### src/rtl/axis_fifo_scheduler_pkg.sv
// Shared types and constants for the AXI-Stream FIFO scheduler.
package axis_sched_pkg;

    // Scheduler states: wait for a request, move one packet, one dead cycle.
    typedef enum logic [1:0] {
        ST_IDLE = 2'd0,
        ST_XFER = 2'd1,
        ST_GAP  = 2'd2
    } sched_state_e;

    // bus_sel code meaning "no FIFO connected".
    localparam logic [7:0] SEL_NONE         = 8'd0;
    // Default offset added to the FIFO index to form the bus_sel code.
    localparam logic [7:0] SEL_BASE_DEFAULT = 8'd128;
    // Width of the saturating per-packet beat counter.
    localparam int         BEAT_CNT_W       = 16;
    // Width of a FIFO index (enough for up to 16 FIFOs).
    localparam int         GRANT_W          = 4;

endpackage

### src/rtl/axis_fifo_scheduler_if.sv
// Muxed stream handshake as seen downstream, plus the select code back to the mux.
//
// Handshake: a beat transfers on a rising clk edge where axis_in_tvalid and
// axis_in_tready are both high; axis_in_tlast qualifies that beat as the last
// one of the packet. bus_sel is driven by the scheduler only.
interface axis_fifo_scheduler_if;
    logic       axis_in_tvalid;
    logic       axis_in_tready;
    logic       axis_in_tlast;
    logic [7:0] bus_sel;

    // Stream side: owns the handshake, observes the select code.
    modport master (
        output axis_in_tvalid,
        output axis_in_tready,
        output axis_in_tlast,
        input  bus_sel
    );

    // Scheduler side: observes the handshake, drives the select code.
    modport slave (
        input  axis_in_tvalid,
        input  axis_in_tready,
        input  axis_in_tlast,
        output bus_sel
    );
endinterface

### src/rtl/axis_fifo_scheduler_rr_arbiter.sv
// Combinational round-robin arbiter: first requester searching upward from
// last_grant+1, wrapping modulo NUM_FIFO.
module rr_arbiter
    import axis_sched_pkg::*;
#(
    parameter int NUM_FIFO = 12
) (
    input  logic [NUM_FIFO-1:0] req_i,
    input  logic [GRANT_W-1:0]  last_grant_i,
    output logic [GRANT_W-1:0]  grant_o,
    output logic                found_o
);

    // Widen the request vector so a GRANT_W-bit index always fits.
    logic [(1<<GRANT_W)-1:0] req_ext;
    assign req_ext = (1 << GRANT_W)'(req_i);

    // Scan NUM_FIFO positions starting just after the previous winner.
    always_comb begin
        logic [GRANT_W-1:0] idx;
        grant_o = '0;
        found_o = 1'b0;
        idx     = '0;
        for (int i = 1; i <= NUM_FIFO; i++) begin
            idx = GRANT_W'((int'(last_grant_i) + i) % NUM_FIFO);
            if (!found_o && req_ext[idx]) begin
                grant_o = idx;
                found_o = 1'b1;
            end
        end
    end

endmodule

### src/rtl/axis_fifo_scheduler.sv
// Packet scheduler: grants one upstream FIFO at a time onto a shared
// AXI-Stream path, round-robin, with a per-packet stall timeout.
module axis_fifo_scheduler
    import axis_sched_pkg::*;
#(
    parameter int         NUM_FIFO       = 12,
    parameter logic [7:0] SEL_BASE       = SEL_BASE_DEFAULT,
    parameter int         TIMEOUT_CYCLES = 1024
) (
    input  logic                  clk,
    input  logic                  rst,
    input  logic                  enable,
    input  logic [NUM_FIFO-1:0]   fifo_req,
    axis_fifo_scheduler_if.slave  axis,
    output logic [GRANT_W-1:0]    cur_grant,
    output logic                  busy,
    output logic                  pkt_done,
    output logic                  timeout_err,
    output logic [BEAT_CNT_W-1:0] beat_cnt,
    output logic [1:0]            dbg_state
);

    localparam logic [1:0] S_IDLE = ST_IDLE;
    localparam logic [1:0] S_XFER = ST_XFER;
    localparam logic [1:0] S_GAP  = ST_GAP;

    localparam int STALL_W = (TIMEOUT_CYCLES > 1) ? $clog2(TIMEOUT_CYCLES) : 1;
    localparam logic [STALL_W-1:0] STALL_LIMIT = STALL_W'(TIMEOUT_CYCLES - 1);

    logic [1:0]            state_q,       state_d;
    logic [7:0]            bus_sel_q,     bus_sel_d;
    logic [GRANT_W-1:0]    cur_grant_q,   cur_grant_d;
    logic [GRANT_W-1:0]    last_grant_q,  last_grant_d;
    logic [BEAT_CNT_W-1:0] beat_cnt_q,    beat_cnt_d;
    logic [STALL_W-1:0]    stall_q,       stall_d;
    logic                  pkt_done_q,    pkt_done_d;
    logic                  timeout_q,     timeout_d;

    logic [GRANT_W-1:0]    arb_grant;
    logic                  arb_found;
    logic                  beat;

    rr_arbiter #(.NUM_FIFO(NUM_FIFO)) u_arb (
        .req_i        (fifo_req),
        .last_grant_i (last_grant_q),
        .grant_o      (arb_grant),
        .found_o      (arb_found)
    );

    assign beat = (state_q == S_XFER) && axis.axis_in_tvalid && axis.axis_in_tready;

    // Next-state logic: grant in IDLE, count beats and stalls in XFER, one GAP cycle.
    always_comb begin
        state_d      = state_q;
        bus_sel_d    = bus_sel_q;
        cur_grant_d  = cur_grant_q;
        last_grant_d = last_grant_q;
        beat_cnt_d   = beat_cnt_q;
        stall_d      = stall_q;
        pkt_done_d   = 1'b0;
        timeout_d    = 1'b0;
        case (state_q)
            S_IDLE: begin
                bus_sel_d = SEL_NONE;
                if (enable && arb_found) begin
                    state_d     = S_XFER;
                    cur_grant_d = arb_grant;
                    beat_cnt_d  = '0;
                    stall_d     = '0;
                    bus_sel_d   = SEL_BASE + 8'(arb_grant);
                end
            end
            S_XFER: begin
                // A beat always wins over a timeout landing in the same cycle.
                if (beat) begin
                    stall_d = '0;
                    if (beat_cnt_q != '1) begin
                        beat_cnt_d = beat_cnt_q + 1'b1;
                    end
                    if (axis.axis_in_tlast) begin
                        pkt_done_d   = 1'b1;
                        last_grant_d = cur_grant_q;
                        state_d      = S_GAP;
                        bus_sel_d    = SEL_NONE;
                    end
                end else if (stall_q == STALL_LIMIT) begin
                    timeout_d    = 1'b1;
                    last_grant_d = cur_grant_q;
                    state_d      = S_GAP;
                    bus_sel_d    = SEL_NONE;
                end else begin
                    stall_d = stall_q + 1'b1;
                end
            end
            S_GAP: begin
                state_d   = S_IDLE;
                bus_sel_d = SEL_NONE;
            end
            default: begin
                state_d   = S_IDLE;
                bus_sel_d = SEL_NONE;
            end
        endcase
    end

    // State registers; reset abandons any packet in flight without a done pulse.
    always_ff @(posedge clk) begin
        if (rst) begin
            state_q      <= S_IDLE;
            bus_sel_q    <= SEL_NONE;
            cur_grant_q  <= '0;
            last_grant_q <= GRANT_W'(NUM_FIFO - 1);
            beat_cnt_q   <= '0;
            stall_q      <= '0;
            pkt_done_q   <= 1'b0;
            timeout_q    <= 1'b0;
        end else begin
            state_q      <= state_d;
            bus_sel_q    <= bus_sel_d;
            cur_grant_q  <= cur_grant_d;
            last_grant_q <= last_grant_d;
            beat_cnt_q   <= beat_cnt_d;
            stall_q      <= stall_d;
            pkt_done_q   <= pkt_done_d;
            timeout_q    <= timeout_d;
        end
    end

    assign axis.bus_sel = bus_sel_q;
    assign cur_grant    = cur_grant_q;
    assign busy         = (state_q == S_XFER);
    assign pkt_done     = pkt_done_q;
    assign timeout_err  = timeout_q;
    assign beat_cnt     = beat_cnt_q;
    assign dbg_state    = state_q;

endmodule

### src/flat_wrapper.sv
// flat-port wrapper written by rule: the top's interface ports become plain ports
module axis_fifo_scheduler_flat import axis_sched_pkg::*;
#(
    parameter int         NUM_FIFO       = 12,
    parameter logic [7:0] SEL_BASE       = SEL_BASE_DEFAULT,
    parameter int         TIMEOUT_CYCLES = 1024
)
  (clk, rst, enable, fifo_req, cur_grant, busy, pkt_done, timeout_err, beat_cnt, dbg_state, axis_axis_in_tvalid, axis_axis_in_tready, axis_axis_in_tlast, axis_bus_sel);
  axis_fifo_scheduler_if axis_i ();
  input  logic clk;
  input  logic rst;
  input  logic enable;
  input  logic [NUM_FIFO-1:0] fifo_req;
  output logic [GRANT_W-1:0] cur_grant;
  output logic busy;
  output logic pkt_done;
  output logic timeout_err;
  output logic [BEAT_CNT_W-1:0] beat_cnt;
  output logic [1:0] dbg_state;
  input wire logic [$bits(axis_i.axis_in_tvalid)-1:0] axis_axis_in_tvalid;
  input wire logic [$bits(axis_i.axis_in_tready)-1:0] axis_axis_in_tready;
  input wire logic [$bits(axis_i.axis_in_tlast)-1:0] axis_axis_in_tlast;
  output wire logic [$bits(axis_i.bus_sel)-1:0] axis_bus_sel;
  assign axis_i.axis_in_tvalid = axis_axis_in_tvalid;
  assign axis_i.axis_in_tready = axis_axis_in_tready;
  assign axis_i.axis_in_tlast = axis_axis_in_tlast;
  assign axis_bus_sel = axis_i.bus_sel;
  axis_fifo_scheduler #(.NUM_FIFO(NUM_FIFO), .SEL_BASE(SEL_BASE), .TIMEOUT_CYCLES(TIMEOUT_CYCLES)) u_core (.clk(clk), .rst(rst), .enable(enable), .fifo_req(fifo_req), .axis(axis_i), .cur_grant(cur_grant), .busy(busy), .pkt_done(pkt_done), .timeout_err(timeout_err), .beat_cnt(beat_cnt), .dbg_state(dbg_state));
endmodule
### config.mk
export PLATFORM = sky130hd
export DESIGN_NAME = axis_fifo_scheduler_flat
export DESIGN_NICKNAME = d
export VERILOG_FILES = /design/src/rtl/axis_fifo_scheduler_pkg.sv /design/src/rtl/axis_fifo_scheduler_if.sv /design/src/rtl/axis_fifo_scheduler_rr_arbiter.sv /design/src/rtl/axis_fifo_scheduler.sv /design/src/flat_wrapper.sv
export SDC_FILE = /design/constraint.sdc
export NUM_CORES = 1
export LEC_CHECK = 0
export CELL_PAD_IN_SITES_DETAIL_PLACEMENT = 0
export CELL_PAD_IN_SITES_GLOBAL_PLACEMENT = 2
export CORE_UTILIZATION = 34
export CTS_BUF_LIST = sky130_fd_sc_hd__clkbuf_16
export DETAILED_ROUTE_END_ITERATION = 8
export PLACE_DENSITY = 0.83
export SLEW_MARGIN = 20
export SYNTH_ARGS = -nofsm -noshare
export SYNTH_HDL_FRONTEND = slang
export SYNTH_SLANG_ARGS = --single-unit
### constraint.sdc
create_clock -name clk -period 7.3 [get_ports clk]
set_input_delay 1.095 -clock clk [delete_from_list [all_inputs] [get_ports clk]]
set_output_delay 1.095 -clock clk [all_outputs]
set_load 0.01 [all_outputs]
# ---- Word-level counts from Yosys, hierarchy flattened
# Index checks and enable logic that the tools add are counted.
dict set report totals {
  ff_bits 46
  output_inout_bits 33
  elab_cells 166
}
dict set report classes {
  addsub 15
  div 12
  order_cmp 12
  eq_ne 10
  muxes 71
  bitwise 2
  reduce_logical 36
}
# cell count
set op_table {}
lappend op_table {{32-bit by 5-bit remainder unit with 32-bit output (second input constant)} 12}
lappend op_table {{4-bit by 5-bit < comparator with 1-bit output (second input constant)} 12}
lappend op_table {{4-bit 2-to-1 mux} 15}
lappend op_table {{1-bit binary-select mux with 4-bit select} 12}
lappend op_table {{16-bit 2-to-1 mux} 3}
lappend op_table {{8-bit 2-to-1 mux} 4}
lappend op_table {{16-bit case mux with 2 select lines} 1}
lappend op_table {{10-bit 2-to-1 mux} 3}
lappend op_table {{1-bit 2-to-1 mux} 26}
lappend op_table {{4-bit by 4-bit adder with 5-bit output (second input constant)} 5}
lappend op_table {{4-bit by 3-bit adder with 5-bit output (second input constant)} 4}
lappend op_table {{10-bit case mux with 2 select lines} 1}
lappend op_table {{16-bit by 1-bit adder with 16-bit output (second input constant)} 1}
lappend op_table {{16-bit != test (second input constant)} 1}
lappend op_table {{8-bit case mux with 2 select lines} 1}
lappend op_table {{1-bit logical AND} 14}
lappend op_table {{1-bit logical NOT} 11}
lappend op_table {{10-bit by 1-bit adder with 10-bit output (second input constant)} 1}
lappend op_table {{4-bit by 2-bit adder with 5-bit output (second input constant)} 2}
lappend op_table {{10-bit == test (second input constant)} 1}
lappend op_table {{3-bit AND reduction} 3}
lappend op_table {{8-bit by 4-bit adder with 8-bit output (first input constant)} 1}
lappend op_table {{2-bit 2-to-1 mux} 4}
lappend op_table {{2-bit by 1-bit != test with 1-bit output (second input constant)} 3}
lappend op_table {{13 further kinds} 17}

# ---- Depth between registers and ports, before layout
dict set report logic_depth {
  word_depth 41
  mapped_depth 24
  depth_no_buf 19
}

# ---- Modules after synthesis
# From an unflattened synthesis, not the netlist that was laid out.
dict set report unflattened {
  cells_unflattened 609
  area_unflattened_um2 4859.7
}
# module instances cells_each area_each_um2 seq_area_each_um2
set modules_own_cells {}
lappend modules_own_cells {rr_arbiter 1 371 2811.4 0.0}
lappend modules_own_cells {axis_fifo_scheduler 1 238 2048.2 860.8}

# ---- Worst setup path after synthesis
# OpenSTA, ideal clock, no wires.
dict set report synth_path {
  path_type {register -> register}
  startpoint {register u_core.last_grant_q[1]}
  endpoint {register u_core.stall_q[8]}
  arrival_ns 5.140
  setup_slack_ns 2.064
  stages_incl_launch_ff 21
  n_path_buf 2
  period_less_slack_ns 5.236
  path_cell_list {dfxtp_1 -> buf_1 -> inv_1 -> ha_1 -> nor2b_1 -> xnor2_1 -> inv_1 -> ha_1 -> xnor3_1 -> a31oi_1 -> ha_1 -> or4_1 -> o2bb2ai_1 -> a211oi_1 -> mux2i_1 -> nor2_2 -> a41oi_1 -> buf_2 -> nor2_1 -> or4_1 -> a221oi_1}
}
dict set report synth_between {
  elab_chain_len 41
  elab_cells_between_ends 85
}
# item line_no
set synth_rtl {}
lappend synth_rtl {{start, declared} axis_fifo_scheduler.sv:33} ;# logic [GRANT_W-1:0] last_grant_q, last_grant_d;
lappend synth_rtl {{start signal, assigned} axis_fifo_scheduler.sv:112} ;# last_grant_q <= GRANT_W'(NUM_FIFO - 1);
lappend synth_rtl {{start signal, assigned} axis_fifo_scheduler.sv:121} ;# last_grant_q <= last_grant_d;
lappend synth_rtl {{4-bit by 1-bit adder with 5-bit output} axis_fifo_scheduler_rr_arbiter.sv:25} ;# idx = GRANT_W'((int'(last_grant_i) + i) % NUM_FIFO);
lappend synth_rtl {{32-bit by 5-bit remainder unit with 32-bit output} axis_fifo_scheduler_rr_arbiter.sv:25}
lappend synth_rtl {{1-bit binary-select mux with 4-bit select} axis_fifo_scheduler_rr_arbiter.sv:26} ;# if (!found_o && req_ext[idx]) begin
lappend synth_rtl {{1-bit 2-to-1 mux (implied by the code)} axis_fifo_scheduler_rr_arbiter.sv:26}
lappend synth_rtl {{1-bit 2-to-1 mux} axis_fifo_scheduler_rr_arbiter.sv:26}
lappend synth_rtl {{1-bit logical NOT} axis_fifo_scheduler_rr_arbiter.sv:26}
lappend synth_rtl {{1-bit logical AND} axis_fifo_scheduler_rr_arbiter.sv:26}
lappend synth_rtl {{1-bit 2-to-1 mux} axis_fifo_scheduler_rr_arbiter.sv:26}
lappend synth_rtl {{(+25 left out)} -}
lappend synth_rtl {{1-bit logical AND} axis_fifo_scheduler_rr_arbiter.sv:26}
lappend synth_rtl {{1-bit 2-to-1 mux} axis_fifo_scheduler_rr_arbiter.sv:26}
lappend synth_rtl {{1-bit logical NOT} axis_fifo_scheduler_rr_arbiter.sv:26}
lappend synth_rtl {{1-bit logical AND} axis_fifo_scheduler_rr_arbiter.sv:26}
lappend synth_rtl {{1-bit 2-to-1 mux (*)} axis_fifo_scheduler_rr_arbiter.sv:26}
lappend synth_rtl {{1-bit logical AND (*)} axis_fifo_scheduler.sv:65} ;# if (enable && arb_found) begin
lappend synth_rtl {{2-bit by 1-bit != test with 1-bit output (no line) (*)} -}
lappend synth_rtl {{3-bit AND reduction (no line) (*)} -}
lappend synth_rtl {{end signal, assigned} axis_fifo_scheduler.sv:123} ;# stall_q <= stall_d;
lappend synth_rtl {{end, declared} axis_fifo_scheduler.sv:35} ;# logic [STALL_W-1:0] stall_q, stall_d;
# Mark *: on every way between the ends. The rest lies on a longest branch, timed or not. The select of a mux whose other input is x is not followed.
# A chain may end at the register's enable or synchronous reset.

# ---- Final worst setup path
dict set report layout_path {
  startpoint {register u_core.last_grant_q[1]}
  endpoint {register u_core.beat_cnt_q[13], in the netlist u_core.beat_cnt[13]}
}
dict set report layout_between {
  elab_chain_len 41
  elab_cells_between_ends 85
}
# item line_no
set layout_rtl {}
lappend layout_rtl {{4-bit by 1-bit adder with 5-bit output} axis_fifo_scheduler_rr_arbiter.sv:25}
lappend layout_rtl {{32-bit by 5-bit remainder unit with 32-bit output} axis_fifo_scheduler_rr_arbiter.sv:25}
lappend layout_rtl {{1-bit binary-select mux with 4-bit select} axis_fifo_scheduler_rr_arbiter.sv:26}
lappend layout_rtl {{1-bit 2-to-1 mux (implied by the code)} axis_fifo_scheduler_rr_arbiter.sv:26}
lappend layout_rtl {{1-bit 2-to-1 mux} axis_fifo_scheduler_rr_arbiter.sv:26}
lappend layout_rtl {{1-bit logical NOT} axis_fifo_scheduler_rr_arbiter.sv:26}
lappend layout_rtl {{1-bit logical AND} axis_fifo_scheduler_rr_arbiter.sv:26}
lappend layout_rtl {{1-bit 2-to-1 mux} axis_fifo_scheduler_rr_arbiter.sv:26}
lappend layout_rtl {{(+25 left out)} -}
lappend layout_rtl {{1-bit logical AND} axis_fifo_scheduler_rr_arbiter.sv:26}
lappend layout_rtl {{1-bit 2-to-1 mux} axis_fifo_scheduler_rr_arbiter.sv:26}
lappend layout_rtl {{1-bit logical NOT} axis_fifo_scheduler_rr_arbiter.sv:26}
lappend layout_rtl {{1-bit logical AND} axis_fifo_scheduler_rr_arbiter.sv:26}
lappend layout_rtl {{1-bit 2-to-1 mux (*)} axis_fifo_scheduler_rr_arbiter.sv:26}
lappend layout_rtl {{1-bit logical AND (*)} axis_fifo_scheduler.sv:65}
lappend layout_rtl {{2-bit by 1-bit != test with 1-bit output (no line) (*)} -}
lappend layout_rtl {{4-bit AND reduction (no line) (*)} -}
lappend layout_rtl {{end signal, assigned} axis_fifo_scheduler.sv:122} ;# beat_cnt_q <= beat_cnt_d;
lappend layout_rtl {{end, declared} axis_fifo_scheduler.sv:34} ;# logic [BEAT_CNT_W-1:0] beat_cnt_q, beat_cnt_d;
# Marked as above.

==> impl_results.md <==
* Nets at ~730
* Max VDD drop at around 0.083 mV
* Minimum clock period at 6.24 ns
* Htree depth at 2
* Vias in the first global route at between 4000 and 5000
* #FFs+latches synth at 43
* First drt pass iteration count at 5
* First-pass GRT wire length at 24700 um
* Most frequent CP cell: ha_1
* Non-filler cells, final at 860
* Placed instance count at about 850
* GR Overflow Total at 0
* Via-to-Cell Ratio at 5.88
* Max-Cap Viols at 0
* Area contributors post-synth: dfxtp_1 (17%), ha_1 (9.0%), mux4_2 (5.0%)
* Detailed-route via count at 5053
* DRC Markers at 0
* Reg2reg setup slack at 1.06 ns
* Layout area overhead at 15.7%
* Commonest non-fill, non-tap cell in the layout: nor2_1
* Leading area contributor after synthesis: dfxtp_1
* Die width at 123 um
* WP data arrival at ~6.5 ns
* Starting density of the core at 0.353
* Total GRT Usage at 0.210
* Synth Cell Area at between 4000 and 5000 um^2
* Reg2reg end: u_core.beat_cnt[13]
* End point of the critical path: u_core.beat_cnt[13]
* Initial antenna violation count at 1
* Diodes inserted at 0
* Reg clk slew, reported paths at 0.07 ns
* Critical Path RT at between 7 and 8 ns
* Worst Path Buf+Inv at 4
* Distinct cell type count after synthesis at 85
* Met2 usage at 0.322
* Final Util at 0.409
* Critical Path Stages at 20
* Worst R2R Start: u_core.last_grant_q[1]
* Post-CTS sizing at 0
* CTS Buf Count at 5
* Crit path kind: flip-flop to flip-flop
* Status: complete, no violations
* Full die area at approximately 15000 um^2
* Power Density at roughly 140 nW/um^2
* Post-synth top area share at 0.173
* Setup TNS at 0 ns
* Latest clock arrival within the worst-skew pair at 0.30 ns
* Max Root-Sink Buffers at 2
* Final WS setup at 1.06 ns
* Post-route ant nets at 0
* Hold/Removal Path Class: flip-flop to flip-flop
* Site Rows at 43
* Root Driver: clkbuf_16
* Postcts setup bufs at 0
* Ys flop type: dfxtp_1
* CTS tree: done
* Register area share after synthesis at 0.173
* Core ar. at approximately 14000 um^2
* Clock sink count at 43
* Final hold vios at 0
* Setup crit end kind: flip-flop
* WL/cell at roughly 18 um
* Die Y at around 120 um
* Ports at 51
* Commonest non-fill, non-tap cells in the layout: nor2_1 (57), nand2_1 (50), a21oi_1 (49)
* Slew HR at 0.510
* Number of flops mapped to enable cells by yosys at 0
* R2R depth at 20
* Largest stage delay, worst path at 0.77 ns
* Worst Tran Pin Value at a little over 0.7 ns
* Fin crit share at 0.854
* Mapped Cells at 647
* RSZ-0062 raised after global routing: false
* Max FO, Critical Path at 31
* Final slew viol count at 0
* RD Place Congestion at 0.901
* CP top delay family: simple AND/OR/NAND/NOR gates
* Top Usage Layer GRT: met2
* LEAKAGE at 0.00215 uW
* Initial DRC Count at 349
* Synth warnings at 0
* CP Launch Type: flip-flop
* Port Buffer Count at 47
* Syn Area/Cell at about 7.7 um^2
* Worst path cell trace: inv_1 > ha_1 > nor2b_1 > xnor2_1 > inv_1 > ha_1 > xnor3_1 > a31oi_1 > ha_1 > or4_1 > o2bb2ai_1 > a211oi_1 > mux2i_1 > nor2_2 > a41oi_1 > buf_4 > a21oi_1 > buf_4 > or4_1 > a21oi_1
* Largest net degree at the start of global routing at 32
* Critical path startpoint: u_core.last_grant_q[1]
* Share of layout cells above drive strength 1 at 0.0853
* Async set or reset register ratio after synthesis at 0
* Final setup fails at 0
* Post-Route WL at 15400 um
* Critical path's slowest cell: dfxtp_1
* Met1 Usage GRT at 0.299
* Peak Freq at 0.160 GHz
* Worst Clk Skew at 0.00640 ns
* Met3 Track Usage GR at 0.0415
* Placement Setup Slack at 1.18 ns
* Detail Placement HPWL at 11900 um
* CTS Hold Bufs at 0
[metrics by stage]
stage               power, uW  hold slack [ns]  cell area (um^2)
CTS                       793            0.466              5760
global route              832            0.502              5760
detailed placement        495            0.448              5570
finish                    790            0.466              5760
floorplan                 422            0.458              4990
global placement          494            0.449              5570
[sequential cells by signal (all words and copies together) (netlist names)]
register and count:
u_core.dbg_state 2, u_core.last_grant_q 4, u_core.pkt_done 1, u_core.beat_cnt 16, u_core.cur_grant 4, u_core.timeout_err 1
u_core.stall_q 10, u_core.axis.bus_sel 5
[Yosys cell counts, drive strengths merged, types with 4 or more instances]
| library cell | count |
|---|---|
| or3b | 4 |
| or4 | 6 |
| a211o | 5 |
| o21a | 8 |
| o2bb2ai | 4 |
| buf | 15 |
| clkbuf | 15 |
| nor3b | 4 |
| o2111ai | 5 |
| xor2 | 6 |
| or3 | 20 |
| nand3b | 4 |
| and2 | 8 |
| mux2 | 4 |
| o311ai | 4 |
| o21ai | 44 |
| a211oi | 8 |
| nor2 | 58 |
| a21oi | 49 |
| nand3 | 29 |
| nor3 | 14 |
| nor4 | 4 |
| a31oi | 6 |
| or2 | 11 |
| nand2 | 50 |
| nor2b | 11 |
| dfxtp | 43 |
| mux2i | 12 |
| ha | 36 |
| a21o | 9 |
| o31ai | 5 |
| and3 | 11 |
| xnor2 | 15 |
| a21bo | 4 |
| o211ai | 8 |
| inv | 29 |
| mux4 | 11 |
| nand2b | 9 |
[logic make-up after synthesis]
logic type / share of synthesized area
mux: 0.0829
buf+inv: 0.0540
simple gates: 0.274
flops: 0.173
other cells: 0.000753
compound gates: 0.275
xor+xnor: 0.0490
fa+ha+maj: 0.0905
[cell type report]
cell class | count | area (um^2)
clock buffers | 5 | 125
clock inverters | 3 | 63.8
fillers | 1452 | 8340
inverters | 30 | 113
multi-input cells | 546 | 3860
flip-flops and latches | 43 | 861
well taps | 180 | 225
repair buffers | 53 | 515
[where the power goes]
part | total, uW | switching, uW | internal, uW | leakage, uW
combinational | 247 | 145 | 102 | 0.00170
sequential | 248 | 7.34 | 241 | 0.000348
clock | 295 | 99.8 | 195 | 0.0000952
[layer usage]
metal  vias up  wire (um)
li1       2496          -
met1      2413       7660
met2       123       6780
met3        19        726
met4         2        235
met5         -          8
[worst min-delay path: cells and delay by family, from the launching register on]
kind / cells / cell delay (ns)
DFF: 1 / 0.32
and+or+nand+nor: 1 / 0.05
AOI/OAI and AO/OA: 1 / 0.05
[how the worst min path moves through the flow]
stage,start,end,depth (start not counted)
finish,u_core.axis.bus_sel[3],u_core.axis.bus_sel[3],2
floorplan,u_core.stall_q[7],u_core.stall_q[7],2
global placement,u_core.axis.bus_sel[3],u_core.axis.bus_sel[3],2
detailed placement,u_core.axis.bus_sel[3],u_core.axis.bus_sel[3],2
CTS,u_core.axis.bus_sel[3],u_core.axis.bus_sel[3],2
global route,u_core.axis.bus_sel[3],u_core.axis.bus_sel[3],2
(Power assumes the default switching activity.)
